File: src/rtl/cpu8_control_core.sv
// 8-bit accumulator CPU: fetch/decode/execute FSM and datapath mastering the memory bus.
// Read data arrives one cycle after the address is presented; writes occur in a single store state.
module cpu8_control_core #(
  parameter logic [7:0] RESET_PC = 8'h00
) (
  input  logic       clk,
  input  logic       reset,
  output logic [7:0] address,
  output logic [7:0] to_memory,
  output logic       write,
  input  logic [7:0] from_memory,
  output logic [7:0] pc_out,
  output logic [7:0] ir_out,
  output logic [7:0] a_out,
  output logic [7:0] b_out,
  output logic [3:0] ccr_out
);

  localparam logic [7:0] OP_LDA_IMM = 8'h86;
  localparam logic [7:0] OP_LDA_DIR = 8'h87;
  localparam logic [7:0] OP_LDB_IMM = 8'h88;
  localparam logic [7:0] OP_LDB_DIR = 8'h89;
  localparam logic [7:0] OP_STA_DIR = 8'h96;
  localparam logic [7:0] OP_STB_DIR = 8'h97;
  localparam logic [7:0] OP_ADD_AB  = 8'h42;
  localparam logic [7:0] OP_SUB_AB  = 8'h43;
  localparam logic [7:0] OP_AND_AB  = 8'h44;
  localparam logic [7:0] OP_OR_AB   = 8'h45;
  localparam logic [7:0] OP_INCA    = 8'h46;
  localparam logic [7:0] OP_BRA     = 8'h20;
  localparam logic [7:0] OP_BMI     = 8'h21;
  localparam logic [7:0] OP_BEQ     = 8'h23;

  typedef enum logic [3:0] {
    ST_F0, ST_F1, ST_F2, ST_D3, ST_S4, ST_S5, ST_S6, ST_S7, ST_S8
  } state_t;

  state_t     state;
  logic [7:0] pc;
  logic [7:0] mar;
  logic [7:0] ir;
  logic [7:0] a;
  logic [7:0] b;
  logic [3:0] ccr;

  logic is_ld_imm;
  logic is_ld_dir;
  logic is_st;
  logic is_alu;
  logic is_br;
  logic dst_b;
  logic taken;

  logic [7:0] alu_res;
  logic [8:0] alu_sum;
  logic       alu_v;
  logic       alu_c;

  // Instruction class decode from the IR
  always_comb begin
    is_ld_imm = (ir == OP_LDA_IMM) || (ir == OP_LDB_IMM);
    is_ld_dir = (ir == OP_LDA_DIR) || (ir == OP_LDB_DIR);
    is_st     = (ir == OP_STA_DIR) || (ir == OP_STB_DIR);
    is_alu    = (ir == OP_ADD_AB) || (ir == OP_SUB_AB) || (ir == OP_AND_AB) ||
                (ir == OP_OR_AB)  || (ir == OP_INCA);
    is_br     = (ir == OP_BRA) || (ir == OP_BEQ) || (ir == OP_BMI);
    dst_b     = (ir == OP_LDB_IMM) || (ir == OP_LDB_DIR);
    taken     = (ir == OP_BRA) || ((ir == OP_BEQ) && ccr[2]) || ((ir == OP_BMI) && ccr[3]);
  end

  // ALU result and V/C flags; ccr layout is {N,Z,V,C}
  always_comb begin
    alu_sum = 9'h000;
    alu_res = a;
    alu_v   = 1'b0;
    alu_c   = 1'b0;
    case (ir)
      OP_ADD_AB: begin
        alu_sum = {1'b0, a} + {1'b0, b};
        alu_res = alu_sum[7:0];
        alu_c   = alu_sum[8];
        alu_v   = (a[7] == b[7]) && (alu_res[7] != a[7]);
      end
      OP_SUB_AB: begin
        alu_res = a - b;
        alu_c   = (a < b);
        alu_v   = (a[7] != b[7]) && (alu_res[7] != a[7]);
      end
      OP_AND_AB: alu_res = a & b;
      OP_OR_AB:  alu_res = a | b;
      OP_INCA: begin
        alu_sum = {1'b0, a} + 9'd1;
        alu_res = alu_sum[7:0];
        alu_c   = alu_sum[8];
        alu_v   = !a[7] && alu_res[7];
      end
      default: alu_res = a;
    endcase
  end

  // Control FSM and datapath registers; one register update per state
  always_ff @(posedge clk or posedge reset) begin
    if (reset) begin
      state <= ST_F0;
      pc    <= RESET_PC;
      mar   <= RESET_PC;
      ir    <= 8'h00;
      a     <= 8'h00;
      b     <= 8'h00;
      ccr   <= 4'h0;
    end else begin
      case (state)
        ST_F0: begin
          mar   <= pc;
          state <= ST_F1;
        end
        ST_F1: begin
          pc    <= pc + 8'd1;
          state <= ST_F2;
        end
        ST_F2: begin
          ir    <= from_memory;
          state <= ST_D3;
        end
        ST_D3: begin
          if (is_ld_imm || is_ld_dir || is_st || is_alu || is_br) state <= ST_S4;
          else                                                     state <= ST_F0;
        end
        ST_S4: begin
          if (is_alu) begin
            a     <= alu_res;
            ccr   <= {alu_res[7], (alu_res == 8'h00), alu_v, alu_c};
            state <= ST_F0;
          end else begin
            mar   <= pc;
            state <= ST_S5;
          end
        end
        ST_S5: begin
          // Branches leave the PC alone here; the operand fetch decides it in S6
          if (!is_br) pc <= pc + 8'd1;
          state <= ST_S6;
        end
        ST_S6: begin
          if (is_ld_imm) begin
            if (dst_b) b <= from_memory;
            else       a <= from_memory;
            ccr   <= {from_memory[7], (from_memory == 8'h00), ccr[1:0]};
            state <= ST_F0;
          end else if (is_ld_dir || is_st) begin
            mar   <= from_memory;
            state <= ST_S7;
          end else begin
            pc    <= taken ? from_memory : pc + 8'd1;
            state <= ST_F0;
          end
        end
        ST_S7: begin
          if (is_st) state <= ST_F0;
          else       state <= ST_S8;
        end
        ST_S8: begin
          if (dst_b) b <= from_memory;
          else       a <= from_memory;
          ccr   <= {from_memory[7], (from_memory == 8'h00), ccr[1:0]};
          state <= ST_F0;
        end
        default: state <= ST_F0;
      endcase
    end
  end

  // Write strobe and data decode straight from the state register so reset clears them at once
  always_comb begin
    write     = 1'b0;
    to_memory = 8'h00;
    if ((state == ST_S7) && is_st) begin
      write     = 1'b1;
      to_memory = (ir == OP_STB_DIR) ? b : a;
    end
  end

  assign address = mar;
  assign pc_out  = pc;
  assign ir_out  = ir;
  assign a_out   = a;
  assign b_out   = b;
  assign ccr_out = ccr;

endmodule

File: config.mk
export PLATFORM = sky130hd
export DESIGN_NAME = cpu8_control_core
export DESIGN_NICKNAME = d
export VERILOG_FILES = /design/src/rtl/cpu8_control_core.sv
export SDC_FILE = /design/constraint.sdc
export NUM_CORES = 1
export LEC_CHECK = 0
export BUFFER_PORTS_ARGS = -buffer_cell sky130_fd_sc_hd__buf_2
export CORE_MARGIN = 10
export CORE_UTILIZATION = 35
export CTS_CLUSTER_DIAMETER = 120
export DETAILED_ROUTE_END_ITERATION = 16
export PLACE_DENSITY = 0.66
export SETUP_SLACK_MARGIN = 0.5
export SYNTH_ARGS = -nofsm -noshare
export SYNTH_HDL_FRONTEND = slang
export SYNTH_SLANG_ARGS = --single-unit
export TNS_END_PERCENT = 30
File: constraint.sdc
create_clock -name clk -period 2.52 [get_ports clk]
set_input_delay 0.378 -clock clk [delete_from_list [all_inputs] [get_ports clk]]
set_output_delay 0.378 -clock clk [all_outputs]
set_load 0.05 [all_outputs]
# After elaboration in Yosys (flattened, before gate mapping)
# Cells that the tools add are included.
# totals
reg_bits	48
inputBits	10
output_inout_bits	53
elab_cells	117
# classes
n_addsub	4
n_lt_le_gt_ge	1
n_eq_ne	33
mux	31
bitwise_logic	4
reduce_logical	36
# op_table
operator	count
8-bit 2-to-1 mux	14
8-bit case mux with 3 select lines	3
8-bit equality test (second input constant)	6
8-bit by 7-bit equality test with 1-bit output (second input constant)	5
8-bit case mux with 5 select lines	1
4-bit case mux with 8 select lines	1
8-bit by 6-bit equality test with 1-bit output (second input constant)	3
1-bit logical OR	17
4-bit by 3-bit equality test with 1-bit output (second input constant)	4
8-bit logical NOT	2
8-bit case mux with 2 select lines	1
2-bit inequality test (second input constant)	7
3-bit 2-to-1 mux	4
4-bit 2-to-1 mux	3
4-bit case mux with 3 select lines	1
4-bit AND reduction	3
8-bit by 1-bit adder with 9-bit output (second input constant)	1
8-bit by 8-bit adder with 9-bit output	1
3-bit nonzero test	3
8-bit by 1-bit adder with 8-bit output (second input constant)	1
8-bit AND	1
4-bit by 2-bit equality test with 1-bit output (second input constant)	2
8-bit < comparator	1
8-bit bitwise OR	1
other kinds (14)	23

# Logic depth before layout (Yosys ltp)
# Gate-level depths: netlist (run 1).
# depth
depth_word	9
ltp_mapped	11
mapped_depth_nobuf	11

# Worst setup path before layout (run 1)
# Ideal clock, no wire load.
# synth_path
path_kind	reg2reg
from	register a[2], in the netlist a_out[2]
to	register a[4], in the netlist a_out[4]
setup_time_ns	0.125
arrival_ns	2.856
required_ns	2.395
slack_ns	-0.461
path_stages_with_launch	11
n_path_buf	1
period_less_slack_ns	2.981
path_cell_list	dfrtp_1 -> inv_1 -> ha_1 -> clkbuf_1 -> nor3_1 -> nor3_1 -> a21oi_1 -> xnor2_1 -> a2111oi_1 -> o21ai_1 -> mux2_2
# synth_via
elab_chain_len	4
word_cells_on_any_way	6
cone_classes	add/sub (3); mux (3)
# synth_rtl
element	line	rtl
from (decl)	42	logic [7:0] a;
from (signal assigned)	131	a <= alu_res;
from (signal assigned)	147	else a <= from_memory;
from (signal assigned)	164	else a <= from_memory;
8-bit by 1-bit adder with 9-bit output (tied with other cells)	92	alu_sum = {1'b0, a} + 9'd1;
8-bit case mux with 5 select lines *	77	case (ir)
8-bit 2-to-1 mux *	130	if (is_alu) begin
8-bit case mux with 3 select lines *	112	case (state)
# Every way passes the cells marked *; elsewhere a longest branch is shown, timed or not. The select of a mux whose other input is x is not followed.
# A chain may end at the register's enable or synchronous reset.

# Worst setup path after layout (run 1)
# layout_path
from	register ir[7], in the netlist ir_out[7]
to	register a[6], in the netlist a_out[6]
# layout_via
elab_chain_len	7
word_cells_on_any_way	22
cone_classes	eq/ne (10); mux (5); reduce/logical (7)
# layout_rtl
element	line	rtl
from (decl)	41	logic [7:0] ir;
from (signal assigned)	122	ir <= from_memory;
8-bit by 7-bit equality test with 1-bit output (on tied branches)	n/a	
1-bit logical OR (3 in a row)	64	is_alu = (ir == OP_ADD_AB) || (ir == OP_SUB_AB) || (ir == OP_AND_AB) ||
1-bit logical OR	65	(ir == OP_OR_AB) || (ir == OP_INCA);
2-bit inequality test (no source line)	n/a	
3-bit AND reduction (no source line)	n/a	
# Several ways; a longest one is shown, not always the timed one. The select of a mux whose other input is x is not followed.

==> qor.yml, run 1 <==
status:
  status: "completed"
detailed_routing:
  vias_per_cell: 5.818
  vias: 4404
  drt_pass1_iterations: 5
  ant_nets: 0
  wl_um: 15070
  drt_iter0_drc: 310
  drcViolationCount: 0
  wire_per_inst_um: 19.90
synth:
  synthDistinctLibCells: 71
  synthArstFlopShare: 1.000
  synthCells: 483
  avgSynthCellArea_um2: 8.328
  synth_ff_type: "dfrtp_1"
  yosysWarnings: 0
  ys_seq_area_frac: 0.2986
  syn_area_um2: 4023
  ys_ff_latch: 48
  synth-edff-count: 0
  syn_nets: 522
sta:
  worst_clock_skew_ns: 0.007912
  slew-limit-headroom: 0.6746
  fin_tns_setup_ns: 0
  hold_ws_ns: 0.1136
  fmax_ghz: 0.3992
  finalHoldViolations: 0
  rsz0062_at_grt: "true"
  fin_crit_sh: 0.9939
  fin_crit_ns: 2.505
  setup_violations: 0
  drv_slew: 0
  tightestPinTransition_ns: 0.4843
floorplan:
  row_count: 39
  start_util: 0.3553
  dieArea_um2: 16180
  chipHeight_um: 127.2
  ios: 63
  coreArea_um2: 11320
  die_w_um: 127.2
critical_path:
  worstPathArrival_ns: 2.69
  worstPathRequired_ns: 2.71
  startpoint_type: "register"
  crit_fanout: 5
  critPathCaptureType: "register"
  worstSetupPathType: "register to register"
job:
  maxCapViolCount: 0
finish:
  multi_input_area_um2: 3143
  drive_above_1_share: 0.4691
  nFillCells: 1015
  syn2layout_area_growth_pct: 48.99
  final_common_cell: "buf_4"
  utilization: 0.5294
  finalNetCount: 652
  final_cell_mix: "buf_4, buf_2, nand2_1"
  regArea_um2: 1229
  diodes: 0
clock_tree:
  h-tree-depth: 2
  clock_path_buffers: 2
  tritoncts: "done"
  path_clk_slew_ns: 0.08
  clkSinkCount: 48
  clkLatencyLatePin_ns: 0.30
  postCtsHoldBufs: 0
  root_buffer: "clkbuf_16"
  cts_inserted_buffers: 5
grt:
  antenna_found_initial: 0
  grt_overflow: 0
  grt_first_pass_wirelength_um: 22990
  grt_pass1_vias: 4397
  grt_max_degree: 44
  grt_usage: 0.1731
power:
  clock_power_share: 0.125
  p_comb_frac: 0.654
  power.density_nw_per_um2: 1075
  ir_worst_vdd_mv: 0.9041
  leakagePower_nw: 2.540
  p_sw_frac: 0.5179
  p_int_mw: 3.105
  total_power_mw: 6.440
  p_sw_mw: 3.335
  seqPwrFrac: 0.221
placement:
  gp_congestion: 0.9333
  port_buffers: 62
  dp_hpwl_um: 10610
hold_path:
  hold_path_class: "primary input to async pin"
==> area by class of cell <==
cell class | instances | share of cell area
clock buffers | 5 | 0.02088
clock inverters | 3 | 0.007933
inverters | 30 | 0.02046
multi-input cells | 379 | 0.5244
flip-flops and latches | 48 | 0.2050
well taps | 143 | 0.02985
repair buffers | 149 | 0.1914
==> metal layers <==
metal / vias to the layer above / wire, µm / global-route usage
li1: 2013 / - / -
met5: - / 0 / 0
met1: 2153 / 6194 / 0.2142
met4: 0 / 380 / 0.07569
met2: 202 / 7245 / 0.2743
met3: 36 / 1246 / 0.04963
==> worst max-delay path: stages, from the launching register on <==
cell and delay (ns):
dfrtp_2 0.41, or4b_4 0.54, or4_4 0.50, a21o_1 0.18
a211o_1 0.26, a21oi_2 0.14, a21oi_1 0.08, mux2_2 0.27
==> stage by stage <==
stage               setup WS, ns  instance area, µm²  cells
floorplan               -0.08617                4195    483
global placement        -0.05753                4970    717
detailed placement       -0.1031                4970    717
CTS                      0.01843                5435    743
global route            -0.07405                5993    757
finish                   0.01525                5993    757
==> worst paths after layout <==
check | from | to | slack [ns] | cells past startpoint
setup / recovery | ir_out[7] | a_out[6] | 0.02 | 7
hold / removal | reset | pc_out[5] | 0.11 | 3
setup reg to reg | ir_out[7] | a_out[6] | 0.02 | 7
hold reg to reg | ccr_out[0] | ccr_out[0] | 0.48 | 1
max in group asynchronous | reset | a_out[3] | 2.04 | 3
min in group clk | from_memory[0] | b_out[0] | 0.37 | 3
==> power by group through the flow <==
stage / clock network (mW) / registers, mW / logic, mW
2_1_floorplan: 0 / 2.16 / 1.63
3_3_place_gp: 0 / 1.37 / 3.38
3_5_place_dp: 0 / 1.39 / 3.43
4_1_cts: 0.821 / 1.36 / 3.67
5_1_grt: 0.852 / 1.46 / 4.50
6_report: 0.807 / 1.42 / 4.21
==> cell families after synthesis <==
kind of cell	Yosys count	synth area share
xor gates and xnor gates	7	0.01524
AOI/OAI and AO/OA	138	0.2292
adders and majority gates	29	0.09393
and+or+nand+nor	168	0.2149
muxes	37	0.09549
buffers and inverters	56	0.05257
DFF	48	0.2986
==> Yosys cell counts (all sizes together) (3+ instances only) <==
cell	count	share of area
dfrtp	48	0.30
nand2	43	0.040
o21ai	38	0.050
a21oi	37	0.051
nor2	35	0.035
inv	30	0.028
ha	27	0.084
mux2i	26	0.065
clkbuf	21	0.020
nor3	19	0.024
nand3	17	0.021
mux2	11	0.031
nand2b	10	0.016
nor2b	9	0.014
a211oi	7	0.013
xnor2	6	0.013
and3	5	0.0078
buf	5	0.0050
nand3b	5	0.0093
a2111oi	4	0.0090
a21o	4	0.0075
nand4	4	0.0062
nor4b	4	0.010
o211ai	4	0.0075
o22ai	4	0.0062
a31oi	3	0.0047
and2	3	0.0047
nor4	3	0.0047
o21a	3	0.0056
o21bai	3	0.0065
o221ai	3	0.0065
or3	3	0.0047
==> flip-flops by register name (all words and copies together), names as in the netlist <==
name / flops
a_out: 8
ir_out: 8
pc_out: 8
state: 4
b_out: 8
address: 8
ccr_out: 4
==> timing repair <==
item	in CTS	in global routing
cloned	1	1
pin swaps	14	48
buffers inserted	17	13
resized for setup	41	116
setup endpoints to repair	46	47
No activity file was read; power rests on OpenSTA's default activity.
==> run 2, diff against run 1 <==
--- a/config.mk
+++ b/config.mk
@@ -7,10 +7,10 @@
 export LEC_CHECK = 0
 export BUFFER_PORTS_ARGS = -buffer_cell sky130_fd_sc_hd__buf_2
 export CORE_MARGIN = 10
-export CORE_UTILIZATION = 35
+export CORE_UTILIZATION = 40
 export CTS_CLUSTER_DIAMETER = 120
 export DETAILED_ROUTE_END_ITERATION = 16
-export PLACE_DENSITY = 0.66
+export PLACE_DENSITY = 0.69
 export SETUP_SLACK_MARGIN = 0.5
 export SYNTH_ARGS = -nofsm -noshare
 export SYNTH_HDL_FRONTEND = slang
==> qor.yml, run 2 (synthesized netlist as in run 1, its figures left out) <==
detailed_routing:
  top_layer: "met4"
  met3WireLength_um: 1171  # -6.0%
  wl_met2_um: 6819  # -5.9%
  drt_iter0_drc: 294  # -5.2%
  vias_per_cell: 5.900  # +1.4%
  wl_um: 14330  # -4.9%
  vias: 4313  # -2.1%
  drt_pass1_iterations: 5  # unchanged
  drcViolationCount: 0  # unchanged
  wl_met1_um: 5932  # -4.2%
  wire_per_inst_um: 19.60  # -1.5%
  ant_nets: 0  # unchanged
power:
  power.density_nw_per_um2: 1033  # -3.9%
  ir_worst_vdd_mv: 1.051  # +16%
  leakagePower_nw: 2.390  # -5.9%
  total_power_mw: 5.709  # -11%
finish:
  diodes: 0  # unchanged
  syn2layout_area_growth_pct: 37.39
  drive_above_1_share: 0.3829  # -0.08611
  fin_area_um2: 5527  # -7.8%
  final_common_cell: "buf_4"
  final_cell_mix: "buf_4, buf_2, nand2_1"
  nFillCells: 889  # -12%
  fin_cells: 731  # -3.4%
  finalNetCount: 636  # -2.5%
grt:
  grt_pass1_vias: 4287  # -2.5%
  grt_usage: 0.1919  # +0.01881
  grt_max_degree: 44  # unchanged
  grt_overflow: 0  # unchanged
  grt_first_pass_wirelength_um: 22690  # -1.3%
  antenna_found_initial: 0  # unchanged
clock_tree:
  path_clk_slew_ns: 0.11  # +0.03 ns
  clock_path_buffers: 2  # unchanged
  postCtsHoldBufs: 0  # unchanged
  clkSinkCount: 48  # unchanged
  tritoncts: "done"
  cts_inserted_buffers: 5  # unchanged
  root_buffer: "clkbuf_8"
  h-tree-depth: 2  # unchanged
  clkLatencyLatePin_ns: 0.32  # +0.02 ns
placement:
  placed_area_um2: 4897  # -1.5%
  dp_cells: 699  # -2.5%
  gp_congestion: 0.9890  # +6.0%
  port_buffers: 62  # unchanged
  pre_cts_slack_ns: -0.05027  # +0.05286 ns
  dp_hpwl_um: 10460  # -1.4%
status:
  violations: "negative hold slack, negative setup slack"
  status: "complete, but fails checks"
floorplan:
  chipHeight_um: 120.3  # -5.4%
  coreArea_um2: 9774  # -14%
  start_util: 0.4115  # +0.05622
  ios: 63  # unchanged
  die_w_um: 120.3  # -5.4%
  row_count: 36  # -7.7%
  dieArea_um2: 14470  # -11%
critical_path:
  worstPathRequired_ns: 2.72  # about the same
  startpoint_type: "register"
  critPathCaptureType: "register"
  worstSetupPathType: "register to register"
  worstPathArrival_ns: 2.75  # +0.06 ns
  crit_fanout: 6  # +1
sta:
  setup_violations: 1  # +1
  drv_slew: 0  # unchanged
  fmax_ghz: 0.3929  # -1.6%
  hold_ws_ns: -0.01551  # -0.1291 ns
  tightestPinTransition_ns: 0.5166  # +0.03227 ns
  rsz0062_at_grt: "true"
  worst_clock_skew_ns: 0.01395  # +0.006041 ns
  fin_crit_sh: 1.010  # +0.01604
  finalWorstSetupSlack_ns: -0.02517  # -0.04041 ns
  finalHoldViolations: 9  # +9
  fin_crit_ns: 2.545  # +0.04041 ns
  slew-limit-headroom: 0.6467  # -0.02793
hold_path:
  hold_path_class: "primary input to async pin"
job:
  maxCapViolCount: 0  # unchanged
## run 2: changes by cell type in the layout (fill, tap and decap cells not counted), sizes merged
cell    before  now
inv         29   31
buf        149  133
clkinv       3    0
bufinv       1    2
## run 2: timing repair
item / CTS / global route
gates resized for setup: 48 / 31
setup buffers: 22 / 1
endpoints found under the setup margin: 46 / 47
cloned: 1 / 0
pin swaps: 11 / 11
## run 2: through the flow
| step | util | TNS, ns |
|---|---|---|
| 2_1_floorplan | - | -0.5284 |
| 3_3_place_gp | 0.5010 | -0.09631 |
| 3_5_place_dp | 0.5010 | -0.1426 |
| 4_1_cts | 0.5524 | 0 |
| 5_1_grt | 0.5654 | -0.6461 |
| 6_report | 0.5654 | -0.02517 |
## run 2: worst paths after layout
kind	from	to	slack [ns]	cells past startpoint
hold reg to reg	address[4]	address[4]	0.49	2
min in group clk	from_memory[0]	b_out[0]	0.35	3
max in group asynchronous	reset	ir_out[6]	1.94	3
setup / recovery	ir_out[5]	a_out[6]	-0.03	7
setup reg to reg	ir_out[5]	a_out[6]	-0.03	7
hold / removal	reset	a_out[0]	-0.02	2
## run 2: final cells by class
cell class	instances	area, µm²	area share
clock inverters	3	68.82	0.01245
clock buffers	5	68.82	0.01245
repair buffers	133	985.9	0.1784
inverters	30	120.1	0.02173
multi-input cells	379	2890	0.5230
well taps	133	166.4	0.03011
flip-flops and latches	48	1226	0.2219
## run 2: power breakdown
part           internal, mW  leakage [nW]  switching [mW]
Sequential             1.05         0.515           0.336
Clock                 0.400        0.0687           0.318
Combinational          1.27          1.81            2.34
Total                  2.71          2.39            2.99
## run 2: layer usage
| metal | global-route usage | vias up |
|---|---|---|
| li1 | - | 1989 |
| met1 | 0.2424 | 2095 |
| met2 | 0.3184 | 200 |
| met3 | 0.04235 | 29 |
| met4 | 0.06184 | 0 |
| met5 | 0 | - |
## run 2: critical path, cell delays in order (launching register included)
cell and delay [ns]:
dfrtp_2 0.44, or4b_4 0.53, or4_4 0.51, a21o_1 0.19
a211o_1 0.25, a21oi_2 0.17, a21oi_2 0.07, mux2_2 0.26
==> run 3, diff against run 2 <==
--- a/config.mk
+++ b/config.mk
@@ -11,6 +11,7 @@
 export CTS_CLUSTER_DIAMETER = 120
 export DETAILED_ROUTE_END_ITERATION = 16
 export PLACE_DENSITY = 0.69
+export RECOVER_POWER = 25
 export SETUP_SLACK_MARGIN = 0.5
 export SYNTH_ARGS = -nofsm -noshare
 export SYNTH_HDL_FRONTEND = slang
==> qor.yml, run 3 (synthesized netlist as in run 1, its figures left out) <==
grt:
  grt_overflow: 0  # unchanged
  grt_pass1_vias: 4287  # unchanged
  antenna_found_initial: 0  # unchanged
  grt_usage: 0.1919  # unchanged
  grt_max_degree: 44  # unchanged
  grt_first_pass_wirelength_um: 22690  # unchanged
clock_tree:
  clock_path_buffers: 2  # unchanged
  h-tree-depth: 2  # unchanged
  clkLatencyLatePin_ns: 0.32  # about the same
  cts_inserted_buffers: 5  # unchanged
  clkSinkCount: 48  # unchanged
  root_buffer: "clkbuf_8"
  tritoncts: "done"
  postCtsHoldBufs: 0  # unchanged
  path_clk_slew_ns: 0.11  # about the same
floorplan:
  ios: 63  # unchanged
  die_w_um: 120.3  # unchanged
  row_count: 36  # unchanged
  coreArea_um2: 9774  # unchanged
  dieArea_um2: 14470  # unchanged
  chipHeight_um: 120.3  # unchanged
  start_util: 0.4115  # unchanged
sta:
  fmax_ghz: 0.3927  # about the same
  rsz0062_at_grt: "true"
  finalHoldViolations: 0  # -9
  tightestPinTransition_ns: 1.078  # +0.5614 ns
  finalWorstSetupSlack_ns: -0.02659  # -0.001422 ns
  fin_crit_sh: 1.011  # about the same
  slew-limit-headroom: 0.2813  # -0.3653
  fin_crit_ns: 2.547  # +0.001422 ns
  fin_tns_setup_ns: -0.02659  # -0.001422 ns
  drv_slew: 0  # unchanged
  hold_ws_ns: 0.07643  # +0.09195 ns
  worst_clock_skew_ns: 0.01390  # -0.00004890 ns
  setup_violations: 1  # unchanged
critical_path:
  r2r_start: "ir_out[5]"
  startpoint_type: "register"
  reg2regPathDepth: 7  # unchanged
  reg2reg_to: "a_out[6]"
  critPathCaptureType: "register"
  worstSetupPathType: "register to register"
  cp_num_buf_inv: 0  # unchanged
  worstPathCellList: "or4b_4 > or4_4 > a21o_1 > a211o_1 > a21oi_2 > a21oi_2 > mux2_2"
  crit_path_top_delay_cell: "or4b_4"
  worstPathArrival_ns: 2.75  # about the same
  slowest_delay_ns: 0.53  # about the same
  crit_fanout: 6  # unchanged
  r2r_slack_ns: -0.03  # about the same
  cp_top_family: "simple AND/OR/NAND/NOR gates"
  worstPathRequired_ns: 2.72  # about the same
  critPathMostFrequentCell: "a21oi_2"
finish:
  nFillCells: 893  # +0.45%
  finalNetCount: 636  # unchanged
  diodes: 0  # unchanged
  final_cell_mix: "buf_4, buf_2, nand2_1"
  syn2layout_area_growth_pct: 37.20
  drive_above_1_share: 0.3779  # -0.005017
  fin_cells: 731  # unchanged
  final_common_cell: "buf_4"
  utilization: 0.5646  # -0.0007680
detailed_routing:
  wl_met2_um: 6792  # -0.40%
  drcViolationCount: 0  # unchanged
  met3WireLength_um: 1161  # -0.85%
  wire_per_inst_um: 19.60  # about the same
  drt_iter0_drc: 297  # +1.0%
  top_layer: "met4"
  wl_um: 14330  # about the same
  vias: 4303  # -0.23%
  drt_pass1_iterations: 5  # unchanged
  vias_per_cell: 5.886  # -0.23%
  ant_nets: 0  # unchanged
  wl_met1_um: 5961  # +0.49%
power:
  total_power_mw: 5.710  # about the same
  ir_worst_vdd_mv: 1.051  # about the same
  leakagePower_nw: 2.384  # -0.26%
  p_comb_frac: 0.632  # about the same
  seqPwrFrac: 0.242  # about the same
  p_sw_frac: 0.5250  # about the same
  p_int_mw: 2.713  # about the same
  p_sw_mw: 2.998  # +0.10%
  clock_power_share: 0.126  # about the same
  power.density_nw_per_um2: 1035  # +0.16%
placement:
  dp_cells: 699  # unchanged
  port_buffers: 62  # unchanged
  gp_congestion: 0.9890  # unchanged
  dp_hpwl_um: 10460  # unchanged
hold_path:
  hold_path_class: "primary input to async pin"
status:
  violations: "negative setup slack"
  status: "complete, but fails checks"
job:
  maxCapViolCount: 0  # unchanged
## run 3: metal layers
layer,vias up,global-route usage
met1,2082,0.2424
met4,0,0.06184
met3,31,0.04235
met5,-,0
met2,200,0.3184
li1,1990,-
## run 3: power groups by stage
| stage | clock, mW | combinational [mW] | sequential, mW |
|---|---|---|---|
| final | 0.717 | 3.61 | 1.38 |
| after global routing | 0.749 | 3.89 | 1.43 |
| after floorplan | 0 | 1.63 | 2.16 |
| after detailed placement | 0 | 3.32 | 1.40 |
| after CTS | 0.726 | 3.52 | 1.37 |
| after global placement | 0 | 3.28 | 1.39 |
## run 3: area by class of cell
| class | count | area [µm²] | area share |
|---|---|---|---|
| Clock buffer | 5 | 68.82 | 0.01247 |
| Clock inverter | 3 | 68.82 | 0.01247 |
| Inverter | 30 | 120.1 | 0.02176 |
| Multi-Input combinational cell | 379 | 2890 | 0.5237 |
| Sequential cell | 48 | 1226 | 0.2222 |
| Tap cell | 133 | 166.4 | 0.03015 |
| Timing Repair Buffer | 133 | 978.4 | 0.1773 |
## run 3: worst max-delay path by stage
stage          startpoint    endpoint  slack [ns]  depth (start not counted)
4_1_cts         ir_out[7]    a_out[6]        0.06                          7
3_5_place_dp     b_out[1]  ccr_out[3]       -0.05                          9
2_1_floorplan    a_out[0]    a_out[4]       -0.09                         10
3_3_place_gp     a_out[1]    a_out[7]       -0.05                         12
6_report        ir_out[5]    a_out[6]       -0.03                          7
5_1_grt          a_out[2]    a_out[4]       -0.15                         10
## run 3: timing repair
item,CTS,global route
setup buffers,22,1
pin swaps,11,11
endpoints found under the setup margin,46,47
gates cloned,1,0
gates resized for setup,48,31
## run 3: stage by stage
step	worst slack, ns	area [µm²]
finish	-0.02659	5519
global route	-0.1505	5519
CTS	0.06452	5399
detailed placement	-0.05027	4897
global placement	-0.04860	4897
floorplan	-0.08617	4195
## run 3: worst reg2reg max path, stage by stage, from the launching register on
cell     delay (ns)
dfrtp_2        0.44
or4b_4         0.53
or4_4          0.51
a21o_1         0.19
a211o_1        0.25
a21oi_2        0.17
a21oi_2        0.07
mux2_2         0.26
